`config.mk`:
```
export PLATFORM = sky130hd
export DESIGN_NAME = rgb_to_grey
export DESIGN_NICKNAME = d
export VERILOG_FILES = /design/src/rtl/img_pkg.sv /design/src/rtl/pix_counter.sv /design/src/rtl/rgb_to_grey.sv
export SDC_FILE = /design/constraint.sdc
export NUM_CORES = 1
export LEC_CHECK = 0
export CORE_ASPECT_RATIO = 1.25
export CORE_MARGIN = 2
export CORE_UTILIZATION = 62
export CTS_BUF_LIST = sky130_fd_sc_hd__clkbuf_4 sky130_fd_sc_hd__clkbuf_8
export DETAILED_ROUTE_END_ITERATION = 10
export PLACE_DENSITY = 0.82
export SLEW_MARGIN = 20
export SYNTH_ARGS = -nofsm -noshare
export SYNTH_HDL_FRONTEND = slang
export SYNTH_HIERARCHICAL = 1
export SYNTH_SLANG_ARGS = --single-unit
```
`constraint.sdc`:
```
create_clock -name clk -period 3.4 [get_ports clk]
set_input_delay 0.34 -clock clk [delete_from_list [all_inputs] [get_ports clk]]
set_output_delay 0.34 -clock clk [all_outputs]
set_load 0.1 [all_outputs]
```
`src/rtl/img_pkg.sv`:
```
// Shared constants and pixel types for the greyscale conversion pipeline.
package img_pkg;

    localparam int RGB_W  = 12;
    localparam int CH_W   = 4;
    localparam int GREY_W = 4;
    localparam int ACC_W  = 12;

    localparam logic [ACC_W-1:0] COEF_R   = 12'd77;
    localparam logic [ACC_W-1:0] COEF_G   = 12'd150;
    localparam logic [ACC_W-1:0] COEF_B   = 12'd29;
    localparam logic [ACC_W-1:0] COEF_AVG = 12'd85;
    localparam logic [ACC_W-1:0] ROUND    = 12'd128;

    typedef struct packed {
        logic [CH_W-1:0] r;
        logic [CH_W-1:0] g;
        logic [CH_W-1:0] b;
    } rgb12_t;

endpackage

```
`src/rtl/pix_counter.sv`:
```
// Column/row position tracker; flags the final pixel of each frame at input transfer.
module pix_counter #(
    parameter int IMG_W = 320,
    parameter int IMG_H = 240
) (
    input  logic clk,
    input  logic rst,
    input  logic step,
    output logic last
);

    localparam int COL_W = (IMG_W > 1) ? $clog2(IMG_W) : 1;
    localparam int ROW_W = (IMG_H > 1) ? $clog2(IMG_H) : 1;
    localparam logic [COL_W-1:0] COL_MAX = COL_W'(IMG_W - 1);
    localparam logic [ROW_W-1:0] ROW_MAX = ROW_W'(IMG_H - 1);

    logic [COL_W-1:0] col;
    logic [ROW_W-1:0] row;
    logic             col_end;
    logic             row_end;

    assign col_end = (col == COL_MAX);
    assign row_end = (row == ROW_MAX);
    assign last    = col_end && row_end;

    always_ff @(posedge clk) begin
        if (rst) begin
            col <= '0;
            row <= '0;
        end else if (step) begin
            if (col_end) begin
                col <= '0;
                row <= row_end ? '0 : row + 1'b1;
            end else begin
                col <= col + 1'b1;
            end
        end
    end

endmodule

```
`src/rtl/rgb_to_grey.sv`:
```
// Two-stage RGB444 to 4-bit grey converter with valid/ready flow control and end-of-frame tagging.
module rgb_to_grey
    import img_pkg::*;
#(
    parameter int IMG_W     = 320,
    parameter int IMG_H     = 240,
    parameter int LUMA_MODE = 1
) (
    input  logic              clk,
    input  logic              rst,
    input  logic [RGB_W-1:0]  pixel_in,
    input  logic              in_valid,
    output logic              in_ready,
    output logic [GREY_W-1:0] pixel_out,
    output logic              out_valid,
    input  logic              out_ready,
    output logic              out_last
);

    rgb12_t           px;
    logic             advance;
    logic             last_flag;
    logic [5:0]       chan_sum;
    logic [ACC_W-1:0] prod_r;
    logic [ACC_W-1:0] prod_g;
    logic [ACC_W-1:0] prod_b;
    logic [ACC_W-1:0] s1_r;
    logic [ACC_W-1:0] s1_g;
    logic [ACC_W-1:0] s1_b;
    logic             s1_valid;
    logic             s1_last;
    logic [ACC_W-1:0] sum;

    assign px       = pixel_in;
    assign advance  = !out_valid || out_ready;
    assign in_ready = advance;

    pix_counter #(
        .IMG_W (IMG_W),
        .IMG_H (IMG_H)
    ) u_pix_counter (
        .clk  (clk),
        .rst  (rst),
        .step (in_valid && advance),
        .last (last_flag)
    );

    assign chan_sum = {2'b00, px.r} + {2'b00, px.g} + {2'b00, px.b};

    // Average mode folds the whole product into the R lane so stage 2 stays shared.
    always_comb begin
        prod_r = '0;
        prod_g = '0;
        prod_b = '0;
        if (LUMA_MODE != 0) begin
            prod_r = {8'b0, px.r} * COEF_R;
            prod_g = {8'b0, px.g} * COEF_G;
            prod_b = {8'b0, px.b} * COEF_B;
        end else begin
            prod_r = {6'b0, chan_sum} * COEF_AVG;
        end
    end

    // Coefficients sum to 256 (or 3*85=255), so the rounded total never exceeds 12 bits.
    assign sum = s1_r + s1_g + s1_b + ROUND;

    always_ff @(posedge clk) begin
        if (rst) begin
            s1_r      <= '0;
            s1_g      <= '0;
            s1_b      <= '0;
            s1_valid  <= 1'b0;
            s1_last   <= 1'b0;
            pixel_out <= '0;
            out_valid <= 1'b0;
            out_last  <= 1'b0;
        end else if (advance) begin
            s1_r      <= prod_r;
            s1_g      <= prod_g;
            s1_b      <= prod_b;
            s1_valid  <= in_valid;
            s1_last   <= in_valid && last_flag;
            pixel_out <= GREY_W'(sum >> 8);
            out_valid <= s1_valid;
            out_last  <= s1_valid && s1_last;
        end
    end

endmodule

```
After elaboration in Yosys (flattened, before gate mapping):

Cells that the tools add are included.

* input port bits: 16
* logic and storage cells: 29
* flip-flop bits (word level): 56

* muxes and demuxes: 2
* reduce and logical (&&, ||, !) cells: 7
* multipliers: 3
* $add $sub $neg: 5
* equality and inequality tests: 2

Operators with widths (number)
* multiplier 4 x 7 -> 11 bit (second input constant): 2
* adder 11 x 12 -> 12 bit: 1
* adder 12 x 8 -> 12 bit (second input constant): 1
* adder 12 x 9 -> 12 bit: 1
* adder 9 x 1 -> 9 bit (second input constant): 1
* == test 9 bit (second input constant): 1
* multiplier 4 x 5 -> 9 bit (second input constant): 1
* 2-to-1 mux 9 bit: 1
* adder 8 x 1 -> 8 bit (second input constant): 1
* == test 8 bit (second input constant): 1
* 2-to-1 mux 8 bit: 1
* logical AND 1 bit: 4
* AND reduction 2 bit: 1
* zero test 1 bit: 1
* logical OR 1 bit: 1

Longest topological paths before layout:

* word-level depth: 4
* gate-level depth with buffers: 11

Hierarchy:

The synthesis kept the hierarchy.

By module, submodules not included
* rgb_to_grey: cells an instance 359, area an instance 3093.0 um^2, times used 1
* pix_counter: cells an instance 98, area an instance 844.6 um^2, times used 1

Worst setup path after synthesis:

No wires, ideal clock.

* kind: register to register
* start point: register out_valid
* end point: register u_pix_counter.row[7]
* path slack: 725 ps
* buffers on the path: 2
* data arrival time: 2601 ps
* period minus slack after synthesis: 2675 ps
* stages on the path, launching flop included: 11
* cell sequence: dfxtp_1 -> nor2b_1 -> buf_2 -> inv_2 -> clkbuf_1 -> nand2_1 -> inv_1 -> and3_2 -> nand3_4 -> or4_1 -> a31oi_1

* cells in the longest elaborated chain, start to end: 4

Ends and longest elaborated chain
* start, declared: line rgb_to_grey.sv:15 `output logic out_valid,`
* start signal, assigned: line rgb_to_grey.sv:84 `out_valid <= s1_valid;`
* zero test 1 bit: line rgb_to_grey.sv:35 `assign advance = !out_valid || out_ready;`
* logical OR 1 bit: line rgb_to_grey.sv:35
* logical AND 1 bit: line rgb_to_grey.sv:44 `.step (in_valid && advance),`
* AND reduction 2 bit (no line)
* end signal, assigned: line pix_counter.sv:33 `row <= row_end ? '0 : row + 1'b1;`
* end, declared: line pix_counter.sv:18 `logic [ROW_W-1:0] row;`

Every way passes these cells.
A chain may end at the register's enable or synchronous reset.

Worst setup path in the final report:

* start point: register s1_r[5]
* end point: register pixel_out[2]

* cells in the longest elaborated chain, start to end: 3

Ends and longest elaborated chain
* start, declared: line rgb_to_grey.sv:27 `logic [ACC_W-1:0] s1_r;`
* start signal, assigned: line rgb_to_grey.sv:78 `s1_r <= prod_r;`
* adder 11 x 12 -> 12 bit: line rgb_to_grey.sv:65 `assign sum = s1_r + s1_g + s1_b + ROUND;`
* adder 12 x 9 -> 12 bit: line rgb_to_grey.sv:65
* adder 12 x 8 -> 12 bit: line rgb_to_grey.sv:65
* end signal, assigned: line rgb_to_grey.sv:83 `pixel_out <= GREY_W'(sum >> 8);`
* end, declared: line rgb_to_grey.sv:14 `output logic [GREY_W-1:0] pixel_out,`

Every way passes these cells.

==> reports/qor_table.md <==
| Parameter | Value | Unit |
|---|---|---|
| Status | complete, no violations | - |
| Number of fillers in the final layout | 507 | - |
| Critical-path cell list | inv_1, fa_1, inv_1, ha_1, ha_1, and4_1, a221oi_2, o221ai_1, xor2_1, a22o_1 | - |
| Switching power | 0.000759 | W |
| HPWL reported at the end of detailed placement | 5.81 | mm |
| Hold buffer count at cts | 0 | - |
| Dominant combinational cell family by area after synthesis | adder cells | - |
| Mux contribution to synthesized area | 1.02 | % |
| Buf/Inv on CP | 2 | - |
| Global routing met2 resource utilization | 45.4 | % |
| ANT nets after route | 0 | - |
| Highest Clock Rate | 0.346 | GHz |
| Die width | 75.3 | um |
| Setup repair after global routing missed its margin | no | - |
| Yosys warning total | 6 | - |
| Num rows | 32 | - |
| Clock-pin slew on the worst setup and hold paths | 0.10 | ns |
| Master cell of the clock root buffer | clkbuf_8 | - |
| Capturing element type of the critical path | flop | - |
| Number of buffers added by the clock tree synthesis step | 5 | - |
| Routed wire length | 7.78 | mm |
| Setup Fix Bufs, Post-CTS | 0 | - |
| Die area | 0.00701 | mm2 |
| Crit Path Category | flop to flop | - |
| Number of DRC violations after detailed routing | 0 | - |
| Most crowded layer after global routing | met2 | - |
| Synth Area per Inst | 8.62 | um2 |
| Max-capacitance violation count | 0 | - |
| Switching share of power | 37.6 | % |
| Peak fanout along the critical path | 3 | - |
| Post-synth ARST share | 0 | % |
| Master of the slowest instance on the critical path | fa_1 | - |
| Cell accounting for the most synthesized area | dfxtp_1 | - |
| Register bit count reported by yosys | 56 | - |
| Primary FF master, synth | dfxtp_1 | - |
| Data arrival, critical path | 3.11 | ns |
| Initial DRC count | 161 | - |
| Pin count of the biggest net entering global routing | 47 | - |
| Pwr per Cell Area | 465 | mW/mm2 |
| # setup viols final | 0 | - |
| Number of enable flip-flop cells after synthesis | 0 | - |
| NumNets Final | 567 | - |
| Global-route wire length before repair | 13.4 | mm |
| Cells taking the most area after synthesis | dfxtp_1, ha_1, fa_1 | - |
| Via count normalized by instance count | 5.60 | - |
| Max Buffers Root-to-Sink | 2 | - |
| Post-synthesis simple-gate area fraction | 18.7 | % |
| TritonCTS sink count | 56 | - |
| Maximum level of the CTS H-tree | 2 | - |
| Worst hold path class | input port to flop | - |
| Worst Reg-to-Reg Cells | 10 | - |
| Share of synthesized cell area in full adder, half adder and majority cells | 26.8 | % |
| Worst-case vdd ir drop | 328 | uV |
| Setup TNS | 0 | ns |
| Post-synthesis cell count | 457 | - |
| Initial antenna violation count | 0 | - |
| Internal power contribution | 0.00126 | W |
| Buffers on Ports | 22 | - |
| Critical Path Source Type | flop | - |
| Fraction of met3 tracks used by global routing | 2.37 | % |
| Post-CTS sizing | 0 | - |
| Xor and xnor area share after synthesis | 5.12 | % |
| Global Route Usage Sum | 24.4 | % |
| Number of detailed-routing iterations run before antenna repair | 4 | - |
| Count of inserted antenna diode cells | 0 | - |
| Cell depth of the worst hold path | 2 | - |
| Leakage | 2.01 | nW |
| Maximum cell stage delay along the critical path | 0.53 | ns |
| Area of the core region | 0.00617 | mm2 |
| Portion of the post-synthesis area used by sequential elements | 28.5 | % |
| Height of the die | 93.1 | um |
| Worst rel slew slack | 33.4 | % |
| PnR Total Power | 0.00202 | W |
| Area fraction in compound gates after synthesis | 13.5 | % |
| Mapped Nets | 549 | - |
| Final RePlAce weighted congestion | 0.910 | - |
| Count of placed standard cells in the final layout, fillers left out | 561 | - |
| Max Clock Skew | 0.00981 | ns |
| Global routing usage on met1 | 28.0 | % |
| CTS tree | done | - |
| Layout cell share with drive strength beyond 1 | 5.67 | % |
| Number of vias after detailed routing | 3143 | - |
| Total number of cells along the worst setup path | 10 | - |
| Clock insertion delay at the later pin of the skew report | 0.31 | ns |
| Netlist cell types | 51 | - |
| Data required time at the worst endpoint | 3.62 | ns |
| Number of global-route vias before repair | 3105 | - |
| Dominant delay contributor by cell family on the critical path | adder cells | - |
| Transition at the pin with the smallest max-transition slack | 0.996 | ns |
| Gr ovfl total | 0 | - |
| Sequential share of power | 37.5 | % |
| Combinational cell fraction of total power | 40.6 | % |
| Initial core utilization | 63.9 | % |
| Endpoints failing hold | 0 | - |
| Average detailed-routed wire length per instance | 13.9 | um |
| Shortest clock period the worst path allows after layout | 2.89 | ns |
| Top cell type's share of synthesized area | 28.5 | % |
| Clock network fraction of design power | 21.9 | % |
| Post-placement setup slack | 0.233 | ns |
| Synthesis-to-finish area growth | 10.3 | % |
| Core occupancy in the finished layout | 70.5 | % |
| IO Pins | 23 | - |
| Netlist area before placement | 0.00394 | mm2 |
| Placed Cells incl. Taps | 553 | - |
| Period utilisation layout | 85.1 | % |
| Slew Limit Fails | 0 | - |
| Setup slack of the critical path after layout | 0.506 | ns |
## flip-flops by register name (all words and copies together), names as in the netlist
register and cells:
s1_valid 1, u_pix_counter/col 9, s1_g 11, u_pix_counter/row 8
pixel_out 4, s1_b 9, s1_last 1, out_last 1
s1_r 11, out_valid 1
## cell type report
cell class                 count  area (um2)  share of cell area, %
timing repair buffer          26         243                   5.59
sequential                    56        1120                   25.8
multi-input combinational    336        2570                   59.2
inverter                      50         188                   4.32
clock inverter                 3        47.5                   1.09
tap                           85         106                   2.45
clock buffer                   5        68.8                   1.58
## Yosys cell counts (4+ instances only)
cell and number:
nand2_1 68, ha_1 62, dfxtp_1 56, inv_1 49
a21oi_1 41, nor2_1 16, fa_1 14, xor2_1 13
nand3_1 11, o21ai_0 10, xnor2_1 10, nor3_1 9
clkbuf_1 8, a31oi_1 7, a21o_1 6, a211oi_1 5
nand2b_1 5, nand4_1 5, and3_1 4, buf_2 4
mux2i_1 4, o211ai_1 4
## per-stage QoR
stage,instance area [um2],hold slack [ns]
after global routing,4340,0.359
final,4340,0.359
after CTS,4340,0.353
after global placement,4230,0.439
after floorplan,3940,0.427
after detailed placement,4230,0.447
## placed cells by master, fill, tap and decap left out, types with 9 or more instances in the layout
cell type	count
clkdlybuf4s50_1	20
ha_1	62
fa_1	14
dfxtp_1	56
nor2_1	16
inv_1	49
nor3_1	9
xor2_1	13
o21ai_0	10
nand3_1	11
nand2_1	68
a21oi_1	41
xnor2_1	10
## metal layers
| metal | up-vias | part of all wire, % |
|---|---|---|
| li1 | 1599 | - |
| met1 | 1501 | 43 |
| met2 | 35 | 54 |
| met3 | 8 | 2.0 |
| met4 | 0 | 1.2 |
| met5 | - | 0 |
## worst paths after layout
check	start	to	slack [ns]
setup reg to reg	s1_r[5]	pixel_out[2]	0.51
setup / recovery	s1_r[5]	pixel_out[2]	0.51
hold reg to reg	s1_g[3]	s1_g[3]	0.46
hold / removal	rst	u_pix_counter/row[2]	0.36
## power groups by stage
| stage | sequential, W | clock, W | combinational, W |
|---|---|---|---|
| 6_report | 0.000758 | 0.000443 | 0.000820 |
| 3_3_place_gp | 0.000772 | 0 | 0.000770 |
| 5_1_grt | 0.000765 | 0.000479 | 0.000921 |
| 2_1_floorplan | 0.000885 | 0 | 0.000498 |
| 4_1_cts | 0.000759 | 0.000458 | 0.000822 |
| 3_5_place_dp | 0.000774 | 0 | 0.000801 |
## logic make-up after synthesis
kind of cell,after synthesis
AND/OR/NAND/NOR,146
AO/OA/AOI/OAI,87
adder cells (fa/ha/maj),76
buffers and inverters,65
flip-flops,56
XOR/XNOR,23
multiplexers,4
Note: power is estimated with default switching activity, not from simulation.
==> variant: new RTL, same settings <==
`IMG_H` is set to 240 in 2 places; all go to 480.
--- a/src/rtl/pix_counter.sv
+++ b/src/rtl/pix_counter.sv
@@ -1,7 +1,7 @@
 // Column/row position tracker; flags the final pixel of each frame at input transfer.
 module pix_counter #(
     parameter int IMG_W = 320,
-    parameter int IMG_H = 240
+    parameter int IMG_H = 480
 ) (
     input  logic clk,
     input  logic rst,
--- a/src/rtl/rgb_to_grey.sv
+++ b/src/rtl/rgb_to_grey.sv
@@ -3,7 +3,7 @@
     import img_pkg::*;
 #(
     parameter int IMG_W     = 320,
-    parameter int IMG_H     = 240,
+    parameter int IMG_H     = 480,
     parameter int LUMA_MODE = 1
 ) (
     input  logic              clk,
Function: same outputs for any inputs over 4 cycles, from zero or initial values and one cycle with rst high; that may be too few to reach the edited logic, so the function may still have changed.
==> variant against the original RTL <==
Worst hold slack improved by 0.084 ns. Sequential share of layout area fell by 0.69 points. Wire length rose by 8.0%. Synthesized cell count rose by 5.5%. Setup slack improved by 0.026 ns. Clock skew fell by 0.0016 ns. Area after synthesis rose by 3.7%. Sequential cell count rose by 1. Cell area rose by 4.6%. Non-clock buffer count did not move. Count of clock-buffer cells in the layout rose by 7. Combinational power fell by 2%. Total power rose by 6.3%. Largest cell class unchanged. Largest power group unchanged.
==> variant: results <==
INSERT INTO impl_metrics (metric_group, metric, value, unit) VALUES
('drt', 'detailedRoute.firstIterationViolations', '162', ''),
('worst_setup_path', 'timing.critical_path.fanout_max', '5', ''),
('timing', 'worst_clock_skew', '0.00822', 'ns'),
('yosys', 'syn_inst', '482', ''),
('worst_setup_path', 'worstReg2RegStart', 's1_r[4]', ''),
('layout', 'signal_buffer_area_fraction', '0.0534', ''),
('status', 'run_status', 'finished, final reports clean', ''),
('worst_setup_path', 'cp-endpoint', 's1_b[8]', ''),
('drt', 'met2_length', '4470', 'um'),
('layout', 'num-nets-final', '593', ''),
('worst_hold_path', 'hold_end', 'out_valid', ''),
('grt', 'global_route.usage.total', '0.252', ''),
('pwr', 'leak_pwr', '0.00203', 'uW'),
('layout', 'sequential_cell_area_in_the_final_layout', '1140', 'um2'),
('grt', 'met2_use_gr', '0.476', ''),
('grt', 'met3_usage', '0.0344', ''),
('clocking', 'clock_edge_transition_at_the_registers_on_the_reported_setup_and_hold_paths', '0.06', 'ns'),
('yosys', 'synth_top_cells_by_area', 'dfxtp_1, ha_1, fa_1', ''),
('worst_setup_path', 'setup_slack_reg_to_reg', '0.77', 'ns'),
('place', 'placer_s_final_routability_congestion_estimate', '0.874', '');
## variant: logic make-up (layout without fill, tap and decap cells)
family                     after synthesis  in the layout  share of synthesized area
buffers and inverters                   68             91                     0.0659
xor gates and xnor gates                21             21                     0.0450
AOI/OAI and AO/OA                       91             91                      0.130
DFF                                     57             57                      0.279
adders and majority gates               76             76                      0.258
muxes                                    6              6                     0.0147
and+or+nand+nor                        163            163                      0.207
## variant: power by group through the flow
stage	clock [uW]	combinational (uW)	sequential, uW
after floorplan	0	507	889
after global placement	0	774	781
after detailed placement	0	797	784
after CTS	588	807	769
after global routing	611	910	776
final	575	805	770
## variant: metrics by stage
| stage | setup WS, ns | hold WS [ns] | instance area, um2 |
|---|---|---|---|
| final | 0.532 | 0.443 | 4540 |
| after CTS | 0.539 | 0.430 | 4540 |
| after global placement | 0.296 | 0.439 | 4360 |
| after floorplan | 0.885 | 0.428 | 4090 |
| after global routing | 0.438 | 0.467 | 4540 |
| after detailed placement | 0.182 | 0.445 | 4360 |
